File: src/rtl/fact_inverse_if.sv
// fact_inverse_if: start/busy/done handshake bundle for the inverse-factorial finder.
// master = requester (drives start/value), slave = the fact_inverse engine.
interface fact_inverse_if #(
    parameter int WIDTH = 32
) ();
    logic             start;
    logic [WIDTH-1:0] value;
    logic             busy;
    logic             done;
    logic             valid;
    logic [3:0]       n;

    modport master (
        output start,
        output value,
        input  busy,
        input  done,
        input  valid,
        input  n
    );

    modport slave (
        input  start,
        input  value,
        output busy,
        output done,
        output valid,
        output n
    );
endinterface

File: src/rtl/fact_inverse.sv
// fact_inverse: sequential inverse factorial. It takes a WIDTH-bit value and builds
// the running product 1*2*...*k with one multiply per clock, stopping on an exact
// match, an overshoot, or when k reaches MAX_N. It reports valid/n with a one-cycle
// done pulse.
// Optional feature: define FACT_INV_FLOOR_EN so that a miss reports the largest j
// with j! < value in n. When it is undefined, a miss reports n = 0.
module fact_inverse #(
    parameter int WIDTH = 32,
    parameter int MAX_N = 12
) (
    input  logic           clk,
    input  logic           rst,
    fact_inverse_if.slave  bus
);

    localparam logic [0:0] S_IDLE   = 1'b0;
    localparam logic [0:0] S_SEARCH = 1'b1;

    localparam logic [3:0] K_MAX = 4'(MAX_N);

    logic [0:0]       state_q,  state_d;
    logic [WIDTH-1:0] target_q, target_d;
    logic [WIDTH-1:0] p_q,      p_d;
    logic [3:0]       k_q,      k_d;
    logic             done_q,   done_d;
    logic             valid_q,  valid_d;
    logic [3:0]       n_q,      n_d;

    logic [3:0]       k_inc;
    logic [WIDTH-1:0] p_next;

    // Next factor and next running product. The product is truncated to WIDTH
    // bits; it is only used when p < target and k < MAX_N, so it cannot overflow.
    assign k_inc  = k_q + 4'd1;
    assign p_next = p_q * WIDTH'(k_inc);

    // Next-state logic: accept in IDLE, then compare and step once per cycle in SEARCH.
    always_comb begin
        // NOTE: every signal gets a default here first, so no path can leave one
        // unassigned and infer a latch.
        state_d  = state_q;
        target_d = target_q;
        p_d      = p_q;
        k_d      = k_q;
        done_d   = 1'b0;
        valid_d  = valid_q;
        n_d      = n_q;

        case (state_q)
            S_IDLE: begin
                if (bus.start) begin
                    target_d = bus.value;
                    p_d      = '0;
                    p_d[0]   = 1'b1;
                    k_d      = 4'd1;
                    valid_d  = 1'b0;
                    n_d      = 4'd0;
                    state_d  = S_SEARCH;
                end
            end

            S_SEARCH: begin
                if (p_q == target_q) begin
                    // Exact factorial: k is the answer.
                    n_d     = k_q;
                    valid_d = 1'b1;
                    done_d  = 1'b1;
                    state_d = S_IDLE;
                end else if (p_q > target_q) begin
                    // Overshoot: (k-1)! < target < k!, or target is 0 at k = 1.
                    valid_d = 1'b0;
`ifdef FACT_INV_FLOOR_EN
                    n_d     = k_q - 4'd1;
`else
                    n_d     = 4'd0;
`endif
                    done_d  = 1'b1;
                    state_d = S_IDLE;
                end else if (k_q == K_MAX) begin
                    // Ran out of range: target exceeds MAX_N!.
                    valid_d = 1'b0;
`ifdef FACT_INV_FLOOR_EN
                    n_d     = K_MAX;
`else
                    n_d     = 4'd0;
`endif
                    done_d  = 1'b1;
                    state_d = S_IDLE;
                end else begin
                    k_d = k_inc;
                    p_d = p_next;
                end
            end

            default: begin
                state_d = S_IDLE;
            end
        endcase
    end

    // State registers with asynchronous active-high reset. Reset aborts a search with no done pulse.
    always_ff @(posedge clk or posedge rst) begin
        // NOTE: sequential state uses non-blocking assignments, so every flop
        // samples the values from before the edge.
        if (rst) begin
            state_q  <= S_IDLE;
            target_q <= '0;
            p_q      <= WIDTH'(1);
            k_q      <= 4'd1;
            done_q   <= 1'b0;
            valid_q  <= 1'b0;
            n_q      <= 4'd0;
        end else begin
            state_q  <= state_d;
            target_q <= target_d;
            p_q      <= p_d;
            k_q      <= k_d;
            done_q   <= done_d;
            valid_q  <= valid_d;
            n_q      <= n_d;
        end
    end

    assign bus.busy  = (state_q == S_SEARCH);
    assign bus.done  = done_q;
    assign bus.valid = valid_q;
    assign bus.n     = n_q;

endmodule
File: src/flat_wrapper.sv
// flat-port wrapper written by rule: the top's interface ports become plain ports
module fact_inverse_flat 
#(
    parameter int WIDTH = 32,
    parameter int MAX_N = 12
)
  (clk, rst, bus_start, bus_value, bus_busy, bus_done, bus_valid, bus_n);
  fact_inverse_if #(.WIDTH(WIDTH)) bus_i ();
  input  logic clk;
  input  logic rst;
  input wire logic [$bits(bus_i.start)-1:0] bus_start;
  input wire logic [$bits(bus_i.value)-1:0] bus_value;
  output wire logic [$bits(bus_i.busy)-1:0] bus_busy;
  output wire logic [$bits(bus_i.done)-1:0] bus_done;
  output wire logic [$bits(bus_i.valid)-1:0] bus_valid;
  output wire logic [$bits(bus_i.n)-1:0] bus_n;
  assign bus_i.start = bus_start;
  assign bus_i.value = bus_value;
  assign bus_busy = bus_i.busy;
  assign bus_done = bus_i.done;
  assign bus_valid = bus_i.valid;
  assign bus_n = bus_i.n;
  fact_inverse #(.WIDTH(WIDTH), .MAX_N(MAX_N)) u_core (.clk(clk), .rst(rst), .bus(bus_i));
endmodule
File: config.mk
export PLATFORM = sky130hd
export DESIGN_NAME = fact_inverse_flat
export DESIGN_NICKNAME = d
export VERILOG_FILES = /design/src/rtl/fact_inverse_if.sv /design/src/rtl/fact_inverse.sv /design/src/flat_wrapper.sv
export SDC_FILE = /design/constraint.sdc
export NUM_CORES = 1
export LEC_CHECK = 0
export CAP_MARGIN = 20
export CORE_MARGIN = 5
export CORE_UTILIZATION = 67
export DETAILED_ROUTE_END_ITERATION = 16
export PLACE_DENSITY = 0.9
export SYNTH_ARGS = -nofsm -noshare
export SYNTH_HDL_FRONTEND = slang
export SYNTH_SLANG_ARGS = --single-unit
File: constraint.sdc
create_clock -name clk -period 9.6 [get_ports clk]
set_clock_uncertainty 0.1 [all_clocks]
set_input_delay 1.92 -clock clk [delete_from_list [all_inputs] [get_ports clk]]
set_output_delay 1.92 -clock clk [all_outputs]
set_load 0.03 [all_outputs]
## After elaboration in Yosys (flattened, before gate mapping)

Cells that the tools add are included.

| word-level totals | value |
|---|---|
| input port bits | 35 |
| output and inout port bits | 7 |
| word-level logic and storage cells | 50 |
| flip-flop bits (word level) | 75 |

| operators by class | value |
|---|---|
| equality and inequality tests | 7 |
| add/subtract/negate cells | 1 |
| order comparisons | 1 |
| $mul | 1 |
| multiplexer cells | 29 |
| reductions and logical operators | 3 |
| bitwise gates (word level) | 1 |

Operators by type and width:

| cell | count |
|---|---|
| 2-to-1 mux 32 bit | 4 |
| one-hot mux 32 bit (2 select lines) | 1 |
| == test 32 bit | 1 |
| greater-than comparator 32 bit | 1 |
| multiplier 32 x 4 -> 32 bit | 1 |
| 2-to-1 mux 4 bit | 8 |
| one-hot mux 4 bit (2 select lines) | 2 |
| 2-to-1 mux 1 bit | 12 |
| != test 2 bit, second input constant | 4 |
| adder 4 x 1 -> 4 bit, second input constant | 1 |
| == test 4 bit, second input constant | 1 |
| != test 4 bit, second input constant | 1 |
| one-hot mux 1 bit (2 select lines) | 2 |
| AND reduction 2 bit | 2 |
| AND reduction 4 bit | 1 |
| NOT 1 bit | 1 |

## Longest topological paths before layout

Gate-level depths: netlist of the first run.

| depth | value |
|---|---|
| depth in word-level cells | 6 |
| gate-level depth with buffers | 20 |
| gate-level depth less buffers | 17 |

## Worst setup path after synthesis of the first run

Ideal clock, no wire load.

| path | value |
|---|---|
| path kind | reg-to-reg |
| from | reg u_core.k_q[0] |
| to | reg u_core.p_q[17] |
| cell stages (with the launch flop) | 20 |
| library setup time | 123 ps |
| buffers on the path | 3 |
| arrival time | 4898 ps |
| path slack | 4478 ps |
| data required time | 9377 ps |
| period minus slack after synthesis | 5122 ps |
| cells stage by stage | dfstp_2 > clkbuf_1 > clkinv_1 > clkbuf_1 > ha_1 > clkbuf_1 > and2_1 > fa_1 > inv_1 > fa_1 > inv_1 > ha_1 > and4_4 > and2_4 > a221oi_2 > nor2b_1 > o21a_1 > o41a_1 > xnor2_1 > o21ai_1 |

| on the way | value |
|---|---|
| longest elaborated chain between the ends | 6 |
| elaborated cells on any way between the ends | 9 |
| those cells by class | add/sub: 1; mul: 1; eq/ne: 2; mux: 4; reduce/logical: 1 |

RTL lines:

| what | RTL line | source |
|---|---|---|
| from (decl) | fact_inverse.sv:24 | `logic [3:0] k_q, k_d;` |
| from (signal assigned) | fact_inverse.sv:117 | `k_q <= k_d;` |
| adder 4 x 1 -> 4 bit | fact_inverse.sv:34 | `assign k_inc = k_q + 4'd1;` |
| multiplier 32 x 4 -> 32 bit | fact_inverse.sv:35 | `assign p_next = p_q * WIDTH'(k_inc);` |
| 2-to-1 mux 32 bit | fact_inverse.sv:79 | `end else if (k_q == K_MAX) begin` |
| 2-to-1 mux 32 bit | fact_inverse.sv:69 | `end else if (p_q > target_q) begin` |
| 2-to-1 mux 32 bit | fact_inverse.sv:63 | `if (p_q == target_q) begin` |
| one-hot mux 32 bit (2 select lines) | fact_inverse.sv:49 | `case (state_q)` |
| to (signal assigned) | fact_inverse.sv:116 | `p_q <= p_d;` |
| to (decl) | fact_inverse.sv:23 | `logic [WIDTH-1:0] p_q, p_d;` |

Parallel ways exist; a longest one is shown, timed or not. The select of a mux whose other input is x is not followed.
A chain may end at the register's enable or synchronous reset.

## Final worst setup path of the first run

Same ends and word-level chain as after synthesis.

==> flow_summary.toml, run 1 <==
[outcome]
status = "completed"

[placement]
pre_cts_ws_ns = 3.440
dp_hpwl_um = 13220
port_buffers = 41
place.gp.congestion = 0.9436
dpl_cell_area_um2 = 7914

[synthesis]
synth_area_leader_cell = "dfrtp_1"
synthArstFlopShare_pct = 100.0
ys.flop_type = "dfrtp_1"
synth_area_leaders = "dfrtp_1 (25%), fa_1 (15%), ha_1 (11%), inv_1 (7.9%), and2_1 (4.6%)"
synthesis.area_um2 = 7425
ys_seq_area_share_pct = 25.31
synth.most_common_cell = "inv_1"
avgSynthCellArea_um2 = 8.514
ys_ff_latch = 75
yosysTopAreaCellShare_pct = 24.60
yosys-top-cells-count = "inv_1 (156), nand2_1 (83), dfrtp_1 (73)"
synth-warning-count = 0
synth.distinct_cells = 61
synthesis.nets = 1030
syn_inst = 872
synth_edf_count = 0

[routing]
drc_errors = 0
drt_wl_total_um = 18170
drt-wirelength-per-cell_um = 17.42
ant_nets = 0
routed_via_density = 5.958
num_vias = 6214
dr.pass1.iters = 5
first_iter_violations = 710

[critical_path]
start_kind = "flop"
path_class = "flop to flop"
path_buf_inv = 4
path_delay_family = "adder cells"
crit_path_max_fanout = 28
critPathMaxStageDelay_ns = 1.18
worstPathCellList = "clkinv_1 > ha_1 > inv_1 > nor2_1 > fa_1 > inv_1 > fa_1 > inv_1 > ha_1 > a21oi_1 > o21ai_1 > a221oi_2 > nor2b_1 > o21a_1 > o41a_1 > xnor2_1 > o21ai_1"
slowest_stage = "ha_1"
cp.arrival_ns = 6.51
worstPathRequired_ns = 9.75
crit_path_end_kind = "flop"
crit_path_frequent_cell = "inv_1"

[flow_run]
drv_cap = 0

[die]
die_area_um2 = 13290
ios = 42
core_area_um2 = 10840
fp.dieW_um = 115.3
die-height_um = 115.3
row_count = 38
start_util_pct = 68.49

[grt]
grt_max_degree = 76
antenna_found_initial = 0
gr-total-overflow = 0
grt_pass1_wl_um = 30490
gr-usage-all-layers_pct = 28.91
grt_pass1_vias = 6385

[sta]
post-route-min-period_ns = 6.363
fmaxAchievable_ghz = 0.1571
finalSetupViolCount = 0
timing.final.hold_violations = 0
worst_slew_pin_slew_ns = 0.8507
setup_ws_ns = 3.237
setup_tns_ns = 0
slew_headroom_pct = 42.94
rsz0062_at_grt = "no"
fin_crit_sh_pct = 66.29
slew_viol_final = 0

[layout]
utilization_pct = 75.51
drive_gt1_share_pct = 5.094
fin_area_um2 = 8185
areaGrowthSynthToFinish_pct = 10.25
num-fill-cells = 728
diodes = 0
fin_nets = 1056

[clock_network]
insertion_delay_ns = 0.37
cts-resized-gates = 0
cts_tree = "built"
cts_setup_buffers = 0
holdBufCountCts = 0
clockBufferDepth = 2
clk_pin_slew_ns = 0.08
cts_made_buffers = 9
root_buffer = "clkbuf_8"
clock-sinks = 75
htreeDepth = 3

[power_and_ir_drop]
vdd_drop_max_mv = 0.2074
leakagePower_nw = 4.100
total_power_mw = 2.335
p_per_area_nw_per_um2 = 285.3

[worst_hold_path]
hp-class = "flop to flop"
==> registers in the layout, indices dropped and copies added (netlist names) <==
name              cells
u_core.bus.valid      1
u_core.k_q            4
u_core.bus.done       1
u_core.bus.n          4
u_core.target_q      32
u_core.bus.busy       1
u_core.p_q           32
==> path summary, 6_finish.rpt <==
check                      slack (ns)        startpoint                   to  depth (start not counted)
min reg2reg                      0.39  u_core.bus.valid     u_core.bus.valid                          1
min                              0.39  u_core.bus.valid     u_core.bus.valid                          1
min in group asynchronous        1.79               rst  u_core.target_q[27]                          3
max                              3.24     u_core.k_q[0]       u_core.p_q[17]                         17
max in group asynchronous        7.00               rst        u_core.k_q[0]                          4
max reg2reg                      3.24     u_core.k_q[0]       u_core.p_q[17]                         17
==> routing by layer <==
layer,vias to the layer above,GRT usage (%),routed length (um)
met5,-,0,0
met3,66,5.737,1396
li1,2870,-,-
met4,0,11.27,615
met2,309,46.99,8575
met1,2969,38.35,7587
==> where the power goes <==
part           internal, mW  switching, mW  leakage [nW]
clock network         0.149          0.134         0.114
logic                 0.546          0.959          3.02
registers             0.439          0.108         0.962
total                  1.13           1.20          4.10
==> area by class of cell <==
type | count | area (um^2) | area share [%]
clock buffer | 9 | 123.9 | 1.513
clock inverter | 7 | 100.1 | 1.223
inverter | 157 | 590.6 | 7.215
multi-input combinational | 607 | 4821 | 58.90
sequential | 75 | 1879 | 22.96
tap | 140 | 175.2 | 2.140
timing repair buffer | 48 | 495.5 | 6.053
==> kinds of logic after synthesis <==
family                   Yosys count  share of synthesized area [%]
AND/OR/NAND/NOR                  264                          18.32
flip-flops                        75                          25.31
buffers and inverters            190                          9.976
XOR/XNOR                          33                          3.893
AO/OA/AOI/OAI                    187                          16.01
adder cells (fa/ha/maj)          123                          26.49
==> cells in the final DEF, fill, tap and decap left out, types with 4 or more instances in the layout <==
cell,netlist,layout
ha_1,66,66
buf_4,5,5
and2_1,54,54
and3_1,4,4
a31oi_1,4,4
clkdlybuf4s50_1,0,41
o21ai_1,30,30
a21oi_1,41,41
a22o_1,4,4
inv_1,156,155
dfrtp_1,73,73
xor2_1,15,14
nand4_1,9,9
nor2_1,23,23
nand3_1,41,41
nand2_1,83,83
nor2b_1,32,31
a21o_1,21,21
o21bai_1,5,5
o21a_1,8,8
nor3_1,5,5
o21ai_0,45,45
xnor2_1,18,18
nand2b_1,4,4
clkbuf_8,0,9
fa_1,57,57
==> per-stage QoR <==
stage,hold slack [ns],instances
final,0.3950,1043
after detailed placement,0.3682,1025
after global placement,0.3616,1025
after floorplan,0.3497,872
after global routing,0.4252,1043
after CTS,0.3879,1041
Power figures use the tool's default switching activity.
==> run 2: changes to the inputs <==
--- a/config.mk
+++ b/config.mk
@@ -7,9 +7,9 @@
 export LEC_CHECK = 0
 export CAP_MARGIN = 20
 export CORE_MARGIN = 5
-export CORE_UTILIZATION = 67
+export CORE_UTILIZATION = 62
 export DETAILED_ROUTE_END_ITERATION = 16
-export PLACE_DENSITY = 0.9
+export PLACE_DENSITY = 0.84
 export SYNTH_ARGS = -nofsm -noshare
 export SYNTH_HDL_FRONTEND = slang
 export SYNTH_SLANG_ARGS = --single-unit
==> constraint.sdc (replaced) <==
create_clock -name clk -period 6.04 [get_ports clk]
set_clock_uncertainty 0.1 [all_clocks]
set_input_delay 1.208 -clock clk [delete_from_list [all_inputs] [get_ports clk]]
set_output_delay 1.208 -clock clk [all_outputs]
set_load 0.03 [all_outputs]
==> run 2 against run 1 <==
Compared with the run above:
- clock power grew 87%
- worst setup slack worse by 2.5 ns
- cell count is 0.77% higher
- combinational power increased by 56%
- critical path depth down 2
- final area up 0.70%
- power rose by 61%
- global-route usage fell by 3.1 points
- largest cell class unchanged
- highest routed layer unchanged
==> flow_summary.toml, run 2 (synthesis results as in run 1) <==
[clock_network]
holdBufCountCts = 0
clockBufferDepth = 2
cts_tree = "built"
cts_setup_buffers = 0
cts_made_buffers = 9
clock-sinks = 75
root_buffer = "clkbuf_16"
cts-resized-gates = 0
clk_pin_slew_ns = 0.07
htreeDepth = 3
insertion_delay_ns = 0.36

[critical_path]
start_kind = "flop"
worst_r2r_path_depth = 15
slowest_stage = "ha_1"
cp.arrival_ns = 5.42
critPathMaxStageDelay_ns = 0.81
path_delay_family = "adder cells"
crit_path_max_fanout = 27
r2r_setup_slack_ns = 0.77
crit_path_end_kind = "flop"
path_class = "flop to flop"
worstPathCellList = "clkinv_1 > ha_1 > nand2_1 > fa_1 > inv_1 > fa_1 > fa_1 > a21oi_1 > o221ai_2 > a32oi_2 > a21oi_1 > a211oi_2 > o21ai_0 > xnor2_1 > o21ai_1"
crit_path_frequent_cell = "fa_1"
r2r-start = "u_core.k_q[0]"
rr_endpoint = "u_core.p_q[30]"
path_buf_inv = 2
crit_path_start = "u_core.k_q[0]"
worstPathRequired_ns = 6.19

[layout]
final_common_cell = "inv_1"
reg_top3 = "u_core.p_q (32), u_core.target_q (32)"
fin_area_um2 = 8243
multiInputGateArea_um2 = 4821
fin_nets = 1057
utilization_pct = 69.49
diodes = 0
num-fill-cells = 911
areaGrowthSynthToFinish_pct = 11.02
drive_gt1_share_pct = 5.199
instances_no_fill = 1051
seqCellArea_um2 = 1879
layout_common_cells = "inv_1 (155), nand2_1 (83), dfrtp_1 (73)"

[grt]
grt_max_degree = 63
grt_pass1_wl_um = 29610
antenna_found_initial = 0
gr-total-overflow = 0
grt_pass1_vias = 6049
gr-usage-all-layers_pct = 25.78

[power_and_ir_drop]
leakagePower_nw = 4.113
total_power_mw = 3.758
p_per_area_nw_per_um2 = 455.9
vdd_drop_max_mv = 0.2751

[routing]
drc_errors = 0
drt-wirelength-per-cell_um = 16.50
num_vias = 6037
dr.pass1.iters = 5
ant_nets = 0
drt_wl_total_um = 17340
routed_via_density = 5.744
first_iter_violations = 553

[sta]
post-route-min-period_ns = 5.272
fmaxAchievable_ghz = 0.1897
hold_slack_ns = 0.3979
rsz0062_at_grt = "no"
timing.final.hold_violations = 0
slew_viol_final = 0
setup_ws_ns = 0.7676
setup_tns_ns = 0
worst_slew_pin_slew_ns = 0.8130
finalSetupViolCount = 0
fin_crit_sh_pct = 87.29
slew_headroom_pct = 45.76

[placement]
dpl_cell_area_um2 = 7938
port_buffers = 41
dp_cells = 1034
place.gp.congestion = 0.9101
pre_cts_ws_ns = 0.8192
dp_hpwl_um = 12790

[die]
core_area_um2 = 11860
fp.dieW_um = 119.4
die_area_um2 = 14260
row_count = 40
die-height_um = 119.4
ios = 42
start_util_pct = 62.59

[worst_hold_path]
hp-class = "flop to flop"
hold-path-endpoint = "u_core.bus.valid"
whs_path_depth = 1
holdCritStartpoint = "u_core.bus.valid"

[flow_run]
drv_cap = 0

[outcome]
status = "completed"
run 2: final cells by class:
class / count / share of cell area [%]
repair buffers: 49 / 5.859
clock inverters: 7 / 0.7286
inverters: 157 / 7.165
well taps: 147 / 2.231
flip-flops and latches: 75 / 22.80
multi-input cells: 607 / 58.49
clock buffers: 9 / 2.732
run 2: worst max path at each step:
stage               depth (start not counted)             end  slack [ns]
floorplan                                  19  u_core.p_q[17]        0.92
global placement                           17  u_core.p_q[17]        0.97
detailed placement                         17  u_core.p_q[17]        0.82
CTS                                        17  u_core.p_q[17]        0.78
global route                               17  u_core.p_q[17]        0.39
finish                                     15  u_core.p_q[30]        0.77
run 2: routing by layer:
metal  vias to the layer above  global-route usage, %  part of all wire, %  routed length, um
li1                       2888                      -                    -                  -
met5                         -                      0                    0                  0
met1                      2944                  35.20                   45               7863
met2                       169                  40.76                   47               8070
met3                        36                  3.989                  5.1                883
met4                         0                  11.45                  3.0                520
run 2: where the power goes:
part / leakage [nW] / switching (mW) / internal [mW]
logic: 3.02 / 1.49 / 0.873
clock network: 0.131 / 0.244 / 0.285
registers: 0.962 / 0.167 / 0.699
total: 4.11 / 1.90 / 1.86
==> run 3: changes to the inputs <==
--- a/config.mk
+++ b/config.mk
@@ -9,6 +9,7 @@
 export CORE_MARGIN = 5
 export CORE_UTILIZATION = 62
 export DETAILED_ROUTE_END_ITERATION = 16
+export HOLD_SLACK_MARGIN = 0.03
 export PLACE_DENSITY = 0.84
 export SYNTH_ARGS = -nofsm -noshare
 export SYNTH_HDL_FRONTEND = slang
==> results of run 3 <==
Final layout, timing and power as in run 2 (identical DEF).
